--- src/rtl/mario_pkg.sv ---
// Shared types and constants for the sprite-list DMA engine and its helper blocks.
// The address helpers keep the wrap-around arithmetic in one place.
package mario_pkg;

    typedef enum logic [1:0] {
        IDLE   = 2'd0,
        READ0  = 2'd1,
        STREAM = 2'd2,
        FINISH = 2'd3
    } dma_state_e;

    typedef logic [10:0] dma_cnt_t;

    localparam logic [10:0] DMA_SRC_BASE = 11'h100;
    localparam logic [9:0]  DMA_DST_BASE = 10'h000;
    localparam int          DMA_LEN      = 384;

    // RAM 7A is 2 KB, so source offsets wrap at 11 bits
    function automatic logic [10:0] src_addr(input logic [10:0] base, input dma_cnt_t cnt);
        return base + cnt;
    endfunction

    // Object RAM is 1 KB, so destination offsets wrap at 10 bits
    function automatic logic [9:0] dst_addr(input logic [9:0] base, input dma_cnt_t cnt);
        return 10'({1'b0, base} + cnt);
    endfunction

endpackage

--- src/rtl/mario_sprite_xfer_if.sv ---
// Source-read / destination-write bus between the sprite DMA engine and the two RAMs.
// The engine is the master: it drives both address ports and receives RAM 7A read data.
interface mario_sprite_xfer_if;

    logic [10:0] dma_as;
    logic        dma_ces;
    logic [7:0]  dma_ds;
    logic [9:0]  dma_ad;
    logic [7:0]  dma_dd;
    logic        dma_ced;

    modport master (
        output dma_as,
        output dma_ces,
        input  dma_ds,
        output dma_ad,
        output dma_dd,
        output dma_ced
    );

    modport slave (
        input  dma_as,
        input  dma_ces,
        output dma_ds,
        input  dma_ad,
        input  dma_dd,
        input  dma_ced
    );

endinterface

--- src/rtl/mario_edge_det.sv ---
// Enable-qualified rising-edge detector for latch-driven control bits.
// The pulse is only meaningful on a cycle where cen is high.
module mario_edge_det (
    input  logic clk,
    input  logic rst,
    input  logic cen,
    input  logic level,
    output logic rise
);

    logic level_d_r;

    // Level history, advanced once per enable
    always_ff @(posedge clk or posedge rst) begin
        if (rst) begin
            level_d_r <= 1'b0;
        end else if (cen) begin
            level_d_r <= level;
        end
    end

    assign rise = cen & level & ~level_d_r;

endmodule

--- src/rtl/mario_sprite_xfer.sv ---
// Sprite-list DMA: copies LEN bytes from RAM 7A to object RAM, one byte per 4 MHz enable,
// overlapping the next source read with the current destination write.
module mario_sprite_xfer
    import mario_pkg::*;
#(
    parameter logic [10:0] SRC_BASE = DMA_SRC_BASE,
    parameter logic [9:0]  DST_BASE = DMA_DST_BASE,
    parameter int          LEN      = DMA_LEN
) (
    input  logic                       I_CLK_48M,
    input  logic                       I_RESET,
    input  logic                       I_CEN_4M,
    input  logic                       I_DMA_TRIG,
    mario_sprite_xfer_if.master        dma,
    output logic                       O_BUSY,
    output logic                       O_DONE
);

    localparam logic [1:0] S_IDLE   = 2'(IDLE);
    localparam logic [1:0] S_READ0  = 2'(READ0);
    localparam logic [1:0] S_STREAM = 2'(STREAM);
    localparam logic [1:0] S_FINISH = 2'(FINISH);

    localparam dma_cnt_t LEN_C  = 11'(LEN);
    localparam dma_cnt_t LAST_C = 11'(LEN - 1);

    logic        start_s;

    logic [1:0]  state_r,  state_s;
    dma_cnt_t    rd_cnt_r, rd_cnt_s;
    dma_cnt_t    wr_cnt_r, wr_cnt_s;
    logic [10:0] as_r,     as_s;
    logic        ces_r,    ces_s;
    logic [9:0]  ad_r,     ad_s;
    logic [7:0]  dd_r,     dd_s;
    logic        ced_r,    ced_s;
    logic        busy_r,   busy_s;
    logic        done_r,   done_s;

    mario_edge_det u_trig_edge (
        .clk   (I_CLK_48M),
        .rst   (I_RESET),
        .cen   (I_CEN_4M),
        .level (I_DMA_TRIG),
        .rise  (start_s)
    );

    // Next-state and next-output decode; strobes default low so they last one enable
    always_comb begin
        state_s  = state_r;
        rd_cnt_s = rd_cnt_r;
        wr_cnt_s = wr_cnt_r;
        as_s     = as_r;
        ces_s    = 1'b0;
        ad_s     = ad_r;
        dd_s     = dd_r;
        ced_s    = 1'b0;
        busy_s   = busy_r;
        done_s   = 1'b0;

        case (state_r)
            S_IDLE: begin
                // Edges seen in any other state are dropped, never queued
                if (start_s) begin
                    state_s  = S_READ0;
                    busy_s   = 1'b1;
                    rd_cnt_s = 11'd0;
                    wr_cnt_s = 11'd0;
                end else begin
                    state_s  = S_IDLE;
                end
            end

            S_READ0: begin
                ces_s    = 1'b1;
                as_s     = src_addr(SRC_BASE, rd_cnt_r);
                rd_cnt_s = rd_cnt_r + 11'd1;
                state_s  = S_STREAM;
            end

            S_STREAM: begin
                // Read data for the byte addressed last enable is on I_DMA_DS now
                ced_s    = 1'b1;
                ad_s     = dst_addr(DST_BASE, wr_cnt_r);
                dd_s     = dma.dma_ds;
                wr_cnt_s = wr_cnt_r + 11'd1;

                if (rd_cnt_r < LEN_C) begin
                    ces_s    = 1'b1;
                    as_s     = src_addr(SRC_BASE, rd_cnt_r);
                    rd_cnt_s = rd_cnt_r + 11'd1;
                end else begin
                    ces_s    = 1'b0;
                end

                // BUSY drops with the final write so it spans exactly LEN+1 enables
                if (wr_cnt_r == LAST_C) begin
                    state_s = S_FINISH;
                    busy_s  = 1'b0;
                end else begin
                    state_s = S_STREAM;
                end
            end

            S_FINISH: begin
                done_s  = 1'b1;
                busy_s  = 1'b0;
                state_s = S_IDLE;
            end

            default: begin
                busy_s  = 1'b0;
                state_s = S_IDLE;
            end
        endcase
    end

    // State, counters and registered outputs, advanced only on the 4 MHz enable
    always_ff @(posedge I_CLK_48M or posedge I_RESET) begin
        if (I_RESET) begin
            state_r  <= S_IDLE;
            rd_cnt_r <= 11'd0;
            wr_cnt_r <= 11'd0;
            as_r     <= 11'd0;
            ces_r    <= 1'b0;
            ad_r     <= 10'd0;
            dd_r     <= 8'd0;
            ced_r    <= 1'b0;
            busy_r   <= 1'b0;
            done_r   <= 1'b0;
        end else if (I_CEN_4M) begin
            state_r  <= state_s;
            rd_cnt_r <= rd_cnt_s;
            wr_cnt_r <= wr_cnt_s;
            as_r     <= as_s;
            ces_r    <= ces_s;
            ad_r     <= ad_s;
            dd_r     <= dd_s;
            ced_r    <= ced_s;
            busy_r   <= busy_s;
            done_r   <= done_s;
        end
    end

    assign dma.dma_as  = as_r;
    assign dma.dma_ces = ces_r;
    assign dma.dma_ad  = ad_r;
    assign dma.dma_dd  = dd_r;
    assign dma.dma_ced = ced_r;
    assign O_BUSY      = busy_r;
    assign O_DONE      = done_r;

endmodule

--- src/flat_wrapper.sv ---
// flat-port wrapper written by rule: the top's interface ports become plain ports
module mario_sprite_xfer_flat import mario_pkg::*;
#(
    parameter logic [10:0] SRC_BASE = DMA_SRC_BASE,
    parameter logic [9:0]  DST_BASE = DMA_DST_BASE,
    parameter int          LEN      = DMA_LEN
)
  (I_CLK_48M, I_RESET, I_CEN_4M, I_DMA_TRIG, O_BUSY, O_DONE, dma_dma_as, dma_dma_ces, dma_dma_ds, dma_dma_ad, dma_dma_dd, dma_dma_ced);
  mario_sprite_xfer_if dma_i ();
  input  logic I_CLK_48M;
  input  logic I_RESET;
  input  logic I_CEN_4M;
  input  logic I_DMA_TRIG;
  output logic O_BUSY;
  output logic O_DONE;
  output wire logic [$bits(dma_i.dma_as)-1:0] dma_dma_as;
  output wire logic [$bits(dma_i.dma_ces)-1:0] dma_dma_ces;
  input wire logic [$bits(dma_i.dma_ds)-1:0] dma_dma_ds;
  output wire logic [$bits(dma_i.dma_ad)-1:0] dma_dma_ad;
  output wire logic [$bits(dma_i.dma_dd)-1:0] dma_dma_dd;
  output wire logic [$bits(dma_i.dma_ced)-1:0] dma_dma_ced;
  assign dma_dma_as = dma_i.dma_as;
  assign dma_dma_ces = dma_i.dma_ces;
  assign dma_i.dma_ds = dma_dma_ds;
  assign dma_dma_ad = dma_i.dma_ad;
  assign dma_dma_dd = dma_i.dma_dd;
  assign dma_dma_ced = dma_i.dma_ced;
  mario_sprite_xfer #(.SRC_BASE(SRC_BASE), .DST_BASE(DST_BASE), .LEN(LEN)) u_core (.I_CLK_48M(I_CLK_48M), .I_RESET(I_RESET), .I_CEN_4M(I_CEN_4M), .I_DMA_TRIG(I_DMA_TRIG), .dma(dma_i), .O_BUSY(O_BUSY), .O_DONE(O_DONE));
endmodule
--- config.mk ---
export PLATFORM = sky130hd
export DESIGN_NAME = mario_sprite_xfer_flat
export DESIGN_NICKNAME = d
export VERILOG_FILES = /design/src/rtl/mario_pkg.sv /design/src/rtl/mario_sprite_xfer_if.sv /design/src/rtl/mario_edge_det.sv /design/src/rtl/mario_sprite_xfer.sv /design/src/flat_wrapper.sv
export SDC_FILE = /design/constraint.sdc
export NUM_CORES = 1
export LEC_CHECK = 0
export CAP_MARGIN = 20
export CORE_AREA = 3 3 88 90
export DETAILED_ROUTE_END_ITERATION = 6
export DIE_AREA = 0 0 91 93
export GPL_TIMING_DRIVEN = 0
export MAX_ROUTING_LAYER = met4
export PLACE_DENSITY_LB_ADDON = 0.25
export SYNTH_ARGS = -nofsm -noshare
export SYNTH_HDL_FRONTEND = slang
export SYNTH_SLANG_ARGS = --single-unit
--- constraint.sdc ---
create_clock -name I_CLK_48M -period 3.8 [get_ports I_CLK_48M]
set_input_delay 0.38 -clock I_CLK_48M [delete_from_list [all_inputs] [get_ports I_CLK_48M]]
set_output_delay 0.38 -clock I_CLK_48M [all_outputs]
set_load 0.01 [all_outputs]
==> results of run 1 <==
-- Yosys cell counts (3+ instances only) --
cell type	n	area, um2
dfrtp_1	58	1451
mux2_2	29	326.6
o21ai_0	12	60.06
o31ai_1	12	90.09
ha_1	9	112.6
inv_1	9	33.78
nand2_1	9	33.78
nor2_1	9	33.78
nand3_1	8	40.04
a21oi_1	5	25.02
nand3b_1	4	30.03
nand4_1	4	25.02
o211ai_1	4	30.03
xnor2_1	4	35.03
a211oi_1	3	22.52
and3_1	3	18.77
buf_2	3	15.01
clkbuf_1	3	11.26
nand2b_1	3	18.77
xor2_1	3	26.28
-- registers in the layout, indices dropped and copies added, names as in the netlist --
| name | count |
|---|---|
| u_core.O_BUSY | 1 |
| u_core.O_DONE | 1 |
| u_core.dma.dma_ad | 10 |
| u_core.dma.dma_as | 11 |
| u_core.dma.dma_ced | 1 |
| u_core.dma.dma_ces | 1 |
| u_core.dma.dma_dd | 8 |
| u_core.rd_cnt_r | 11 |
| u_core.state_r | 2 |
| u_core.u_trig_edge.level_d_r | 1 |
| u_core.wr_cnt_r | 11 |
-- worst paths after layout --
kind,to,slack [ns],depth (start not counted),from
worst max-delay path,u_core.dma.dma_dd[5],1.64,6,u_core.state_r[0]
worst min-delay path,u_core.wr_cnt_r[3],0.37,2,I_RESET
worst max register to register,u_core.dma.dma_dd[5],1.64,6,u_core.state_r[0]
worst min register to register,u_core.dma.dma_as[10],0.50,1,u_core.dma.dma_as[10]
max in group asynchronous,u_core.dma.dma_ad[8],2.88,3,I_RESET
min in group I_CLK_48M,u_core.dma.dma_as[10],0.50,1,u_core.dma.dma_as[10]
-- cells in the final DEF (no fill, tap or decap), types with 3 or more instances in the layout --
cell type,instances
clkbuf_8,9
nand4_1,4
nand3_1,8
a211oi_1,3
buf_2,3
xnor2_1,4
clkbuf_1,5
inv_1,8
ha_1,9
clkdlybuf4s50_1,43
mux2_2,29
nand2b_1,3
xor2_1,3
o21ai_0,12
o211ai_1,4
and3_1,3
a21oi_1,5
nor2_1,9
nand3b_1,4
dfrtp_1,58
nand2_1,9
o31ai_1,12
-- logic make-up (layout without fill, tap and decap cells) --
| family | after synthesis | in the layout | synth area share, % |
|---|---|---|---|
| compound gates | 57 | 57 | 14.31 |
| xor+xnor | 7 | 7 | 2.185 |
| fa+ha+maj | 9 | 9 | 4.013 |
| buf+inv | 17 | 77 | 2.675 |
| flops | 58 | 58 | 51.72 |
| mux | 32 | 32 | 12.75 |
| simple gates | 58 | 58 | 12.35 |
-- power breakdown --
part           switching (uW)  internal, uW  total, uW
Clock                     238           301        539
Sequential                135           793        928
Combinational             369           443        812
Total                     742          1540       2280
-- critical path, cell delays in order, from the launching register on --
cell and delay [ns]:
dfrtp_1 0.41, inv_1 0.11, ha_1 0.26, buf_2 0.21, nand2_1 0.37, buf_2 0.32
mux2_2 0.36
-- layout make-up --
| cell class | count | share of cell area (%) |
|---|---|---|
| multi-input cells | 163 | 35.88 |
| plain buffers | 8 | 1.157 |
| clock inverters | 5 | 1.543 |
| well taps | 99 | 3.472 |
| repair buffers | 44 | 12.63 |
| clock buffers | 11 | 3.683 |
| flip-flops and latches | 58 | 40.69 |
| inverters | 9 | 0.9470 |
-- metal layers --
metal	up-vias	wire length (um)	share of wire [%]
met2	46	2477	43
met4	0	146	2.6
li1	1007	-	-
met1	1030	2843	50
met5	-	0	0
met3	13	241	4.2
-- per-stage QoR --
step           power [uW]  cells  setup slack [ns]  hold WS (ns)
2_1_floorplan        1390    238             1.953        0.4864
3_3_place_gp         1738    380            0.8606        0.4691
4_1_cts              2311    397             1.618        0.3682
3_5_place_dp         1756    381             1.626        0.4882
6_report             2278    397             1.641        0.3683
5_1_grt              2439    397             1.480        0.4091
==> impl_results.md, run 1 <==
- HPWL Detailed: 4033 um
- Num CTS Buffers: 9
- RSZ-0062 raised after global routing: false
- CP Max Fanout: 10
- Number of max-cap violations: 0
- DR vias/cell: 5.280
- Placed instance area: 3381 um2
- Number of diodes: 0
- Crit start category: flop
- I/O pins: 45
- Post-CTS Setup Bufs: 0
- CTS max path bufs: 2
- Sequential element share of the synthesized area: 51.72%
- Core area: 7137 um2
- Pin count of the biggest net entering global routing: 40
- Multi-input gate area: 1280 um2
- Share of cells above drive strength 1: 19.46%
- Syn. warnings: 0
- Fill cells: 665
- TritonCTS clock tree: built
- WP data required: 4.01 ns
- H-tree lvl count: 3
- Crit share post-route: 56.82%
- Clock Skew: 0.007318 ns
- Die ar.: 8463 um2
- Antenna violations before repair: 0
- Crit Path Class: reg2reg
- Area delta synth->final: 27.11%
- Worst-margin pin slew: 0.5295 ns
- Status: finished, final reports clean
- Syn avg cell area: 11.79 um2
- Post-Route WL: 5708 um
- Total gr overflow: 0
- Seq. cell area: 1451 um2
- Met3 Usage GRT: 3.862%
- Post-route ant nets: 0
- Fin. Hold Viols: 0
- Final instance area: 3567 um2
- Vias in the first global route: 2060
- Clk sink count: 58
- Die Span Y: 93 um
- RePlAce Congestion: 0.8368
- Leakage power: 0.001486 uW
- Total GRT Usage: 15.26%
- Async SR Flop Fraction: 100.0%
- CTS Root Cell: clkbuf_8
- Cell Rows: 31
- Setup_tns: 0 ns
- Synth cell types: 55
- Worst-Skew Late Latency: 0.33 ns
- Endpoints failing setup: 0
- CTS resizes: 0
- Die Wd: 91 um
- Ys flop type: dfrtp_1
- Met1 usage: 20.23%
- Final Util: 49.98%
- First-pass DRT Iterations: 4
- Final #Nets: 314
- Vias: 2096
- Syn_nets: 259
- PortBufs: 43
- WL/cell: 14.38 um
- CTS clk-pin slew, worst paths: 0.07 ns
- Seq cells post-synth: 58
- Pwr dens: 638.7 nW/um2
- M2 GR Usage: 21.83%
- Worst IR drop on VDD: 0.2317 mV
- Crit path capture type: flop
- Synthesized area: 2806 um2
- Post-Syn Instances: 238
- Most crowded layer after global routing: met2
- Slew Limit Fails: 0
- Slew margin rel.: 64.57%
- F_max: 463.1 MHz
- Worst hold path type: in2async
- Initial Utilization: 39.32%
- Hold buffer count at CTS: 0
- Initial DRC count: 128
- EDFF count, synth: 0
- Drt drc: 0
- Post-layout min period: 2.159 ns
- Arrival time worst endpoint: 2.37 ns
- First-pass GRT wire length: 10010 um
Power figures use the tool's default switching activity.
==> run 2: changes to the inputs <==
==> constraint.sdc (replaced) <==
create_clock -name I_CLK_48M -period 1.73 [get_ports I_CLK_48M]
set_input_delay 0.173 -clock I_CLK_48M [delete_from_list [all_inputs] [get_ports I_CLK_48M]]
set_output_delay 0.173 -clock I_CLK_48M [all_outputs]
set_load 0.01 [all_outputs]
==> run 2 against run 1 <==
Net effect: combinational power increased to 2.7 times the previous value; maximum frequency increased by 27%; cell area increased by 10%; flip-flop and latch count unchanged; critical path depth decreased by 1; largest cell class unchanged; sequential power increased by 120%; global-route usage increased by 1.0 points; die area unchanged; wire length increased by 16%.
==> impl_results.md, run 2 (synthesis gave the netlist of run 1 again) <==
- Status: finished, final reports clean
- Hold_ws: 0.1530 ns (-0.2152 ns)
- DR vias/cell: 5.259 (-0.39%)
- Fin. Hold Viols: 0 (unchanged)
- First-pass DRT Iterations: 4 (unchanged)
- Crit start category: flop
- Pin count of the biggest net entering global routing: 40 (unchanged)
- WP data required: 1.98 ns (-2.03 ns)
- Num CTS Buffers: 9 (unchanged)
- Seq. cell area: 1459 um2 (+0.52%)
- Die Wd: 91 um (unchanged)
- Worst IR drop on VDD: 0.5504 mV (+140%)
- Cell Rows: 31 (unchanged)
- Slew Limit Fails: 0 (unchanged)
- Post-Route WL: 6637 um (+16%)
- First-pass GRT wire length: 10670 um (+6.6%)
- Reg2Reg Capture Point: u_core.rd_cnt_r[9]
- Post-layout min period: 1.707 ns (-0.4527 ns)
- Worst-Skew Late Latency: 0.34 ns (about the same)
- Clock Skew: 0.01117 ns (+0.003852 ns)
- Commonest cells after routing, fill and taps aside: 52 x dfrtp_1, 43 x clkdlybuf4s50_1, 29 x mux2_2
- Initial DRC count: 105 (-18%)
- Non-Filler Instances: 417 (+5.0%)
- Fill cells: 629 (-5.4%)
- Area delta synth->final: 40.21%
- F_max: 586.0 MHz (+27%)
- Pwr dens: 1408 nW/um2 (+120%)
- Drt drc: 0 (unchanged)
- Crit share post-route: 98.65% (+42 points)
- CTS Root Cell: clkbuf_8
- FF-to-FF path depth: 5 (-1)
- Die Span Y: 93 um (unchanged)
- RePlAce Congestion: 0.8130 (-2.8%)
- CTS max path bufs: 2 (unchanged)
- Die ar.: 8463 um2 (unchanged)
- Most common cell after layout, fill and taps aside: dfrtp_1
- Clk sink count: 58 (unchanged)
- TritonCTS clock tree: built
- Total gr overflow: 0 (unchanged)
- Total GRT Usage: 16.30% (+1.0 points)
- Multi-input gate area: 1443 um2 (+13%)
- Worst-margin pin slew: 0.4349 ns (-0.09464 ns)
- Crit Path Class: reg2reg
- PortBufs: 43 (unchanged)
- Leakage power: 0.001639 uW (+10%)
- Worst Slack Setup Final: 0.02343 ns (-1.617 ns)
- Final #Nets: 335 (+6.7%)
- I/O pins: 45 (unchanged)
- Reg2reg setup slack: 0.02 ns (-1.62 ns)
- Endpoints failing setup: 0 (unchanged)
- Vias in the first global route: 2157 (+4.7%)
- Crit path capture type: flop
- Post-route ant nets: 0 (unchanged)
- Antenna violations before repair: 0 (unchanged)
- Worst slack, placed: -0.3459 ns (-1.972 ns)
- CTS clk-pin slew, worst paths: 0.07 ns (about the same)
- WL/cell: 15.92 um (+11%)
- CP Max Fanout: 10 (unchanged)
- Number of diodes: 0 (unchanged)
- Slew margin rel.: 70.97% (+6.4 points)
- Initial Utilization: 39.32% (unchanged)
- Share of cells above drive strength 1: 34.91% (+15 points)
- Number of max-cap violations: 0 (unchanged)
- Core area: 7137 um2 (unchanged)
- Worst r2r src: u_core.rd_cnt_r[8]
- H-tree lvl count: 3 (unchanged)
- Vias: 2193 (+4.6%)
- Placed cell count: 381 (unchanged)
- Arrival time worst endpoint: 1.96 ns (-0.41 ns)
- RSZ-0062 raised after global routing: true
- Worst hold path type: in2async
- HPWL Detailed: 4196 um (+4.1%)
-- run 2: worst max-delay path by stage --
stage	endpoint	slack [ns]	from	cells past startpoint
finish	u_core.rd_cnt_r[9]	0.02	u_core.rd_cnt_r[8]	5
global route	u_core.wr_cnt_r[6]	-0.05	u_core.state_r[0]	7
CTS	u_core.wr_cnt_r[9]	-0.001	u_core.state_r[1]	6
detailed placement	u_core.rd_cnt_r[10]	-0.35	I_DMA_TRIG	6
global placement	u_core.dma.dma_dd[3]	-1.0	I_RESET	2
floorplan	u_core.rd_cnt_r[6]	0.03	u_core.state_r[0]	6
-- run 2: final cells by class --
type / instances / area share [%]
clock buffers: 13 / 4.293
repair buffers: 65 / 15.55
inverters: 9 / 0.9221
clock inverters: 2 / 0.8903
plain buffers: 8 / 1.463
multi-input cells: 163 / 36.66
well taps: 99 / 3.148
flip-flops and latches: 58 / 37.07
-- run 2: repair_timing --
item / in CTS / in global routing
hold buffers: 0 / 0
endpoints found under the setup margin: 37 / 29
buffers inserted: 11 / 9
gates resized for setup: 14 / 31
pin swaps: 7 / 5
cloned: 0 / 1
hold endpoints to repair: 0 / 0
-- run 2: report_power, final --
part           total (uW)  leakage (uW)  internal [uW]  switching [uW]
Combinational        2170      0.000822           1210             957
Sequential           2060      0.000711           1750             314
Clock                1310      0.000106            774             536
-- run 2: stage by stage --
stage	utilization, %	setup TNS [ns]	cell area (um2)	total power (uW)
finish	55.14	0	3935	5540
detailed placement	47.77	-5.646	3410	3915
floorplan	-	0	2835	3090
CTS	52.59	-0.001206	3754	5395
global route	55.14	-0.2623	3935	5866
global placement	47.49	-62.90	3390	3853
-- run 2: per-layer routing --
metal	track usage (%)	wire (um)	up-vias	part of all wire (%)
met5	-	0	-	0
met4	9.422	162	0	2.4
met3	3.540	314	13	4.7
met2	24.16	3031	50	46
met1	20.71	3128	1087	47
li1	-	-	1043	-
-- run 2: worst max-delay path, cell delays in order, from the launching register on --
cell and delay, ns:
dfrtp_2 0.44, a211oi_4 0.30, buf_4 0.18, a21oi_4 0.10
or3_4 0.36, o31ai_2 0.23
==> run 3: changes to the inputs <==
--- a/config.mk
+++ b/config.mk
@@ -6,9 +6,9 @@
 export NUM_CORES = 1
 export LEC_CHECK = 0
 export CAP_MARGIN = 20
-export CORE_AREA = 3 3 88 90
+export CORE_AREA = 2 2 87 89
 export DETAILED_ROUTE_END_ITERATION = 6
-export DIE_AREA = 0 0 91 93
+export DIE_AREA = 0 0 89 91
 export GPL_TIMING_DRIVEN = 0
 export MAX_ROUTING_LAYER = met4
 export PLACE_DENSITY_LB_ADDON = 0.25
==> run 3 against run 2 <==
Net effect: the flow now finishes with violations (setup timing); cell area fell by 2.0%; sequential power barely moved; flip-flop and latch count did not move; via count fell by 3.6%; power fell by 2.2%; clock skew fell by 0.0012 ns; non-clock buffer count fell by 8; cell count fell by 1.7%; critical path depth fell by 1; sequential share of layout area rose by 0.63 points; critical path type unchanged.
==> impl_results.md, run 3 (synthesis gave the netlist of run 1 again) <==
- Crit Path Class: reg2reg
- F_max: 563.3 MHz (-3.9%)
- WL/cell: 15.17 um (-4.7%)
- Slew margin rel.: 58.06% (-13 points)
- Crit path capture type: flop
- WP data required: 1.94 ns (-0.04 ns)
- Arrival time worst endpoint: 1.99 ns (+0.03 ns)
- Most common cell after layout, fill and taps aside: dfrtp_1
- Logic pwr share: 38.4% (-0.7 points)
- Antenna violations before repair: 0 (unchanged)
- Clk sink count: 58 (unchanged)
- Crit start category: flop
- Sw frac: 32.60% (about the same)
- Post-Route WL: 6218 um (-6.3%)
- Die Wd: 89 um (-2.2%)
- DR vias/cell: 5.156 (-2.0%)
- Worst slack, placed: -0.3355 ns (+0.01046 ns)
- HPWL Detailed: 4055 um (-3.4%)
- Endpoints failing setup: 1 (+1)
- Pwr dens: 1404 nW/um2 (-0.25%)
- Fin. Hold Viols: 0 (unchanged)
- Drt drc: 0 (unchanged)
- FF-to-FF path depth: 4 (-1)
- Status: complete, but fails checks
- Core area: 7137 um2 (unchanged)
- Seq pwr share: 37.9% (+0.7 points)
- Number of diodes: 0 (unchanged)
- Clock Skew: 0.009925 ns (-0.001246 ns)
- Die Span Y: 91 um (-2.2%)
- Post-layout min period: 1.775 ns (+0.06854 ns)
- Pin count of the biggest net entering global routing: 32 (-20%)
- Number of max-cap violations: 0 (unchanged)
- Failing checks: setup timing
- Final #Nets: 327 (-2.4%)
- I/O pins: 45 (unchanged)
- Share of cells above drive strength 1: 30.55% (-4.4 points)
- CP Max Fanout: 4 (-6)
- Initial Utilization: 39.32% (unchanged)
- Area delta synth->final: 37.41%
- Total GRT Usage: 16.86% (+0.56 points)
- RePlAce Congestion: 0.8197 (+0.82%)
- Slew Limit Fails: 0 (unchanged)
- Worst Slack Setup Final: -0.04510 ns (-0.06854 ns)
- CTS Root Cell: clkbuf_8
- Fill cells: 649 (+3.2%)
- Commonest cells after routing, fill and taps aside: 56 x dfrtp_1, 43 x clkdlybuf4s50_1, 29 x mux2_2
- Int Power: 3650 uW (-2.2%)
- Multi-input gate area: 1405 um2 (-2.6%)
- Die ar.: 8099 um2 (-4.3%)
- Initial DRC count: 108 (+2.9%)
- Vias: 2114 (-3.6%)
- First-pass GRT wire length: 10180 um (-4.6%)
- Clock power frac: 23.7% (about the same)
- Worst-margin pin slew: 0.6282 ns (+0.1933 ns)
- Hold_ws: 0.2378 ns (+0.08482 ns)
- Seq. cell area: 1454 um2 (-0.34%)
- PortBufs: 43 (unchanged)
- Reg2Reg Capture Point: u_core.O_BUSY
- Post-route ant nets: 0 (unchanged)
- Sw power: 1766 uW (-2.3%)
- Num CTS Buffers: 9 (unchanged)
- Vias in the first global route: 2052 (-4.9%)
- Worst IR drop on VDD: 0.5418 mV (-1.6%)
- Cell Rows: 31 (unchanged)
- Crit share post-route: 102.6% (+4.0 points)
- CTS clk-pin slew, worst paths: 0.07 ns (about the same)
- RSZ-0062 raised after global routing: true
- Worst-Skew Late Latency: 0.34 ns (about the same)
- Worst hold path type: in2async
- Worst r2r src: u_core.wr_cnt_r[7]
- Leakage power: 0.001601 uW (-2.3%)
- H-tree lvl count: 3 (unchanged)
- TritonCTS clock tree: built
- Hold buffer count at CTS: 0 (unchanged)
- Total gr overflow: 0 (unchanged)
- Reg2reg setup slack: -0.05 ns (-0.07 ns)
- CTS max path bufs: 2 (unchanged)
- First-pass DRT Iterations: 4 (unchanged)
-- run 3: worst max path at each step --
stage | start | slack, ns | endpoint
after floorplan | u_core.state_r[0] | 0.03 | u_core.rd_cnt_r[6]
after global placement | I_RESET | -1.03 | u_core.dma.dma_dd[4]
after detailed placement | I_DMA_TRIG | -0.34 | u_core.rd_cnt_r[10]
after CTS | u_core.state_r[1] | -0.001 | u_core.rd_cnt_r[9]
after global routing | u_core.wr_cnt_r[7] | -0.12 | u_core.O_BUSY
final | u_core.wr_cnt_r[7] | -0.05 | u_core.O_BUSY
-- run 3: worst max-delay path, cell delays in order, from the launching register on --
cell	delay [ns]
dfrtp_2	0.43
or4b_1	0.56
o31a_1	0.29
o31ai_2	0.24
o41ai_1	0.12
-- run 3: power groups by stage --
stage	registers, uW	logic [uW]	clock network [uW]
final	2050	2080	1280
after global routing	2110	2250	1370
after CTS	2040	1940	1320
after detailed placement	2060	1830	0
after global placement	2050	1800	0
after floorplan	2130	961	0
-- run 3: metal layers --
metal  share of wire [%]  track usage [%]  vias up
met4                 1.6            6.965        0
met3                 3.5            5.909        8
met1                  49            22.91     1033
li1                    -                -     1026
met5                   0                -        -
met2                  46            22.89       47
-- run 3: layout make-up --
class / count / share of cell area, %
Multi-Input combinational cell: 163 / 36.44
Buffer: 7 / 1.395
Inverter: 9 / 0.8761
Tap cell: 99 / 3.212
Clock inverter: 4 / 1.298
Sequential cell: 58 / 37.70
Clock buffer: 12 / 4.023
Timing Repair Buffer: 58 / 15.06
-- run 3: what timing repair did --
item / CTS / global route
hold endpoints to repair: 0 / 0
gates resized for setup: 12 / 24
endpoints found under the setup margin: 38 / 37
cloned: 0 / 2
pin swaps: 10 / 4
setup buffers: 6 / 6
-- run 3: stage by stage --
step / setup TNS [ns] / instance area [um2] / power [uW] / utilization (%) / std cells
after floorplan: 0 / 2835 / 3090 / - / 238
after global placement: -64.65 / 3390 / 3851 / 47.49 / 380
after detailed placement: -5.302 / 3410 / 3895 / 47.77 / 381
after CTS: -0.001162 / 3705 / 5304 / 51.91 / 403
after global routing: -0.4165 / 3856 / 5742 / 54.03 / 410
final: -0.04510 / 3856 / 5416 / 54.03 / 410
